**src/rtl/bcd_to_bin_seq.sv**
```systemverilog
// Sequential packed-BCD to binary converter using Horner's rule, one digit per clock, MS digit first.
// Saturates at 2^BW-1 on overflow and forces a zero result when any digit is outside 0..9.
module bcd_to_bin_seq #(
  parameter int NDIG = 5,
  parameter int BW   = 14
) (
  input  logic              clk,
  input  logic              rst_n,
  input  logic              start,
  input  logic [4*NDIG-1:0] bcd_in,
  output logic              ready,
  output logic              valid,
  output logic [BW-1:0]     bin_out,
  output logic              ovf,
  output logic              bad_digit
);

  localparam int IW = (NDIG > 1) ? $clog2(NDIG) : 1;
  localparam logic [BW-1:0] MAXV = '1;

  typedef enum logic {IDLE, CONV} state_t;

  state_t            state_reg;
  logic [4*NDIG-1:0] sr_reg;
  logic [BW-1:0]     acc_reg;
  logic [IW-1:0]     idx_reg;
  logic              ovf_s_reg;
  logic              bad_s_reg;

  logic [3:0]        digits [NDIG];
  logic [3:0]        d;
  logic [BW+3:0]     nxt;
  logic              bad_next;
  logic              ovf_next;
  logic [BW-1:0]     acc_next;

  generate
    for (genvar gi = 0; gi < NDIG; gi++) begin : g_digit
      assign digits[gi] = sr_reg[4*gi +: 4];
    end
  endgenerate

  // Four guard bits keep acc*10 + 15 from wrapping before the saturation compare.
  always_comb begin
    d = '0;
    for (int i = 0; i < NDIG; i++) begin
      if (idx_reg == IW'(i)) d = digits[i];
    end
    nxt      = ({4'b0, acc_reg} << 3) + ({4'b0, acc_reg} << 1) + {{BW{1'b0}}, d};
    bad_next = bad_s_reg | (d > 4'd9);
    ovf_next = ovf_s_reg | (nxt > {4'b0, MAXV});
    acc_next = ovf_next ? MAXV : nxt[BW-1:0];
  end

  always_ff @(posedge clk) begin
    if (!rst_n) begin
      state_reg <= IDLE;
      sr_reg    <= '0;
      acc_reg   <= '0;
      idx_reg   <= '0;
      ovf_s_reg <= 1'b0;
      bad_s_reg <= 1'b0;
      ready     <= 1'b1;
      valid     <= 1'b0;
      bin_out   <= '0;
      ovf       <= 1'b0;
      bad_digit <= 1'b0;
    end else begin
      valid <= 1'b0;
      case (state_reg)
        IDLE: begin
          if (start) begin
            sr_reg    <= bcd_in;
            acc_reg   <= '0;
            ovf_s_reg <= 1'b0;
            bad_s_reg <= 1'b0;
            idx_reg   <= IW'(NDIG - 1);
            ready     <= 1'b0;
            state_reg <= CONV;
          end
        end
        CONV: begin
          acc_reg   <= acc_next;
          ovf_s_reg <= ovf_next;
          bad_s_reg <= bad_next;
          if (idx_reg == '0) begin
            valid     <= 1'b1;
            ready     <= 1'b1;
            state_reg <= IDLE;
            bin_out   <= bad_next ? '0 : (ovf_next ? MAXV : acc_next);
            ovf       <= ovf_next;
            bad_digit <= bad_next;
          end else begin
            idx_reg <= idx_reg - 1'b1;
          end
        end
        default: state_reg <= IDLE;
      endcase
    end
  end

endmodule
```
**config.mk**
```make
export PLATFORM = sky130hd
export DESIGN_NAME = bcd_to_bin_seq
export DESIGN_NICKNAME = d
export VERILOG_FILES = /design/src/rtl/bcd_to_bin_seq.sv
export SDC_FILE = /design/constraint.sdc
export NUM_CORES = 1
export LEC_CHECK = 0
export CAP_MARGIN = 20
export CELL_PAD_IN_SITES_DETAIL_PLACEMENT = 0
export CELL_PAD_IN_SITES_GLOBAL_PLACEMENT = 1
export CORE_UTILIZATION = 38
export CTS_CLUSTER_DIAMETER = 200
export CTS_CLUSTER_SIZE = 40
export DETAILED_ROUTE_END_ITERATION = 7
export GPL_ROUTABILITY_DRIVEN = 0
export GPL_TIMING_DRIVEN = 1
export PLACE_DENSITY_LB_ADDON = 0.1
export SLEW_MARGIN = 20
export SYNTH_ARGS = -nofsm -noshare
export SYNTH_HDL_FRONTEND = slang
export SYNTH_SLANG_ARGS = --single-unit
export TNS_END_PERCENT = 1
```
**constraint.sdc**
```tcl
create_clock -name clk -period 4 [get_ports clk]
set_input_delay 0.6 -clock clk [delete_from_list [all_inputs] [get_ports clk]]
set_output_delay 0.6 -clock clk [all_outputs]
set_load 0.01 [all_outputs]
```
==> flow_summary.rst <==
.. list-table::
   :header-rows: 1

   * - Metric
     - Value
   * - Class of the worst hold path
     - reg -> reg
   * - Sequential fraction of the synthesis area
     - 34.46%
   * - Pins Over Slew Limit
     - 0
   * - Max-slew headroom
     - between 50% and 60%
   * - Signed area change from the synthesized netlist to the final layout
     - 24.14%
   * - Reported leakage power
     - around 1.7 nW
   * - Final hold vios
     - 0
   * - F_max
     - about 260 MHz
   * - Antenna violations before repair
     - 0
   * - Post-Route Setup TNS
     - 0 ns
   * - Kind of end point of the critical path
     - flop
   * - Via Count
     - about 2900
   * - Core region area
     - roughly 8400 um2
   * - Async SR Flop Fraction
     - 0%
   * - Number of sinks on the clock net
     - a little under 60
   * - Clock tree from TritonCTS
     - yes
   * - Vias in the first global route
     - 2718
   * - Total of flip-flops plus latches after synthesis
     - a little under 60
   * - Max-cap violations
     - 0
   * - Max H-tree Level
     - 3
   * - WL per Instance
     - ~15 um
   * - Clk_lat worst skew
     - around 0.34 ns
   * - Number of enable flip-flop cells after synthesis
     - 0
   * - Setup slack after placement
     - about 0.0051 ns
   * - Number of vias per cell after detailed routing
     - between 5 and 6
   * - Total wire length after detailed routing
     - around 8500 um
   * - Pin count of the biggest net entering global routing
     - 39
   * - Cell breakdown of the critical path
     - buf_4 -> ha_1 -> buf_4 -> a21oi_1 -> o21ai_0 -> a31o_2 -> ha_1 -> ha_2 -> fa_2 -> a21o_1 -> a22o_1 -> a31o_1 -> o21a_1 -> o22ai_4 -> nor2_4 -> buf_12 -> a311oi_2
   * - Most used flip-flop cell after synthesis
     - dfxtp_1
   * - Die area
     - approximately 9200 um2
   * - Critical Setup Path Class
     - reg -> reg
   * - Max FFs per register
     - 20
   * - Dpl hpwl
     - 6358 um
   * - Post-route clock skew
     - 0.009601 ns
   * - Initial drt markers
     - 119
   * - Post-detailed-route DRC marker count
     - 0
   * - First-pass GRT wire length
     - 13800 um
   * - Final antenna-violating net count
     - 0
   * - Antenna diode count
     - 0
   * - Final Total Pwr
     - roughly 1.8 mW
   * - Net Count, Synth
     - between 400 and 500
   * - Tightest Pin Transition
     - around 0.72 ns
   * - Unique masters post-synth
     - 50
   * - Count of mapped cells out of synthesis
     - 401
   * - Total CTS buffers
     - 9
   * - Launching element type of the critical path
     - flop
   * - Average footprint of a synthesized cell
     - around 8.4 um2
   * - Final nets
     - approximately 500
   * - Fin worst setup slack
     - between 0.15 and 0.2 ns
   * - GRT Util Overall
     - between 10% and 20%
   * - CTS clock-pin slew for the worst setup and hold paths
     - 0.08 ns
   * - Number of placement rows
     - 33
   * - Total overflow reported by the global router
     - 0
   * - Mapped Area
     - 3369 um2
   * - Vert. Die Dim
     - around 96 um
   * - Longest Clk Path Bufs
     - 2
   * - Worst path slowest cell
     - fa_2
   * - TritonRoute pass-1 iters
     - 5
   * - Delay contributed by the slowest stage of the critical path
     - 0.41 ns
   * - Maximum fanout encountered on the critical timing path
     - 15
   * - Effective utilization at floorplan
     - roughly 40%
   * - Outcome
     - finished, final reports clean
   * - Number of top-level pins
     - 41
   * - Data arrival, critical path
     - about 4 ns
   * - Die Span X
     - 96.17 um
   * - Clock root cell
     - clkbuf_8
   * - Period utilisation layout
     - between 90% and 100%
   * - IR Drop Worst-Case VDD
     - ~0.23 mV
   * - Power density over the cells
     - between 400 and 500 nW/um2
   * - Quantity of I/O buffers inserted on ports
     - 40
   * - Post-route minimum period
     - approximately 3.8 ns
   * - Layout cell share with drive strength beyond 1
     - approximately 12%
   * - Yosys warning count
     - 0
   * - Final-report setup violation count
     - 0
   * - Required time worst endpoint
     - ~4.3 ns
-- kinds of logic after synthesis --
kind of cell,synth area share (%)
compound gates,27.44
xor+xnor,2.859
fa+ha+maj,13.07
buf+inv,4.530
flops,34.46
mux,0.2971
simple gates,17.34
-- report_power, final --
group          internal, mW  switching, mW
sequential            0.637         0.0447
combinational         0.220          0.269
clock                 0.356          0.259
-- timing repair --
action                     CTS  global route
setup endpoints to repair    3            30
hold buffers                 0             0
buffers inserted             0             1
gates resized for setup      2            10
pin swaps                    0             6
-- path summary, 6_finish.rpt --
kind         startpoint  slack (ns)  cells after the start    endpoint
max          idx_reg[1]        0.17                     17  acc_reg[3]
min reg2reg       ready        0.46                      2       ready
min               ready        0.46                      2       ready
max reg2reg  idx_reg[1]        0.17                     17  acc_reg[3]
-- worst max-delay path, delay by kind of cell, from the launching register on --
| family | cells | cell delay [ns] |
|---|---|---|
| AO/OA/AOI/OAI | 9 | 1.82 |
| adder cells (fa/ha/maj) | 4 | 1.09 |
| buffers and inverters | 3 | 0.45 |
| flip-flops | 1 | 0.31 |
| AND/OR/NAND/NOR | 1 | 0.05 |
-- through the flow --
step | instances | cell area (um2) | hold WS (ns) | utilization, %
finish | 552 | 4183 | 0.4598 | 49.90
global route | 552 | 4183 | 0.4867 | 49.90
CTS | 551 | 4139 | 0.4643 | 49.38
detailed placement | 535 | 3901 | 0.4530 | 46.54
global placement | 535 | 3901 | 0.4479 | 46.54
floorplan | 401 | 3369 | 0.4383 | -
-- cells in the final DEF, fill, tap and decap left out, drive strengths merged, types with 5 or more instances in the layout --
cell / n
nand2: 75
inv: 11
nor2b: 10
o211ai: 8
and3: 6
buf: 13
clkbuf: 9
a22oi: 10
clkdlybuf4s50: 40
a21oi: 41
xnor2: 6
a311oi: 8
a21boi: 22
nor2: 15
nand3: 8
xor2: 5
o21ai: 22
dfxtp: 58
ha: 32
-- layer usage --
layer	global-route usage (%)	up-vias	routed length [um]
li1	-	1512	-
met4	3.731	0	37
met5	0	-	0
met3	5.292	5	290
met2	29.31	57	3628
met1	28.41	1336	4582
-- cells in the mapped netlist, types with 2 or more instances --
cell type	instances	area share [%]
a211oi_1	2	0.45
a21boi_0	22	4.9
a21o_1	2	0.45
a21o_2	2	0.52
a21oi_1	41	6.1
a22oi_1	10	2.2
a311oi_1	5	1.3
a311oi_2	3	1.3
a31o_2	3	0.78
and2_1	2	0.37
and3_1	6	1.1
buf_2	5	0.74
buf_6	3	1.0
clkbuf_1	15	1.7
dfxtp_1	58	34
fa_1	2	1.2
ha_1	32	12
inv_1	9	1.0
nand2_1	75	8.4
nand2b_1	3	0.56
nand3_1	8	1.2
nand3b_1	3	0.67
nand4_1	3	0.56
nor2_1	14	1.6
nor2b_1	10	1.9
nor3_1	4	0.59
o211ai_1	7	1.6
o21a_1	2	0.45
o21ai_0	19	2.8
o21ai_2	2	0.52
xnor2_1	6	1.6
xor2_1	5	1.3
-- area by class of cell --
class / instances / area [um2]
tap: 105 / 131.4
fill: 827 / 4199
clock buffer: 9 / 123.9
multi-input combinational: 310 / 2103
timing repair buffer: 53 / 523.0
clock inverter: 7 / 101.3
inverter: 10 / 37.54
sequential: 58 / 1162
Power figures use the tool's default switching activity.
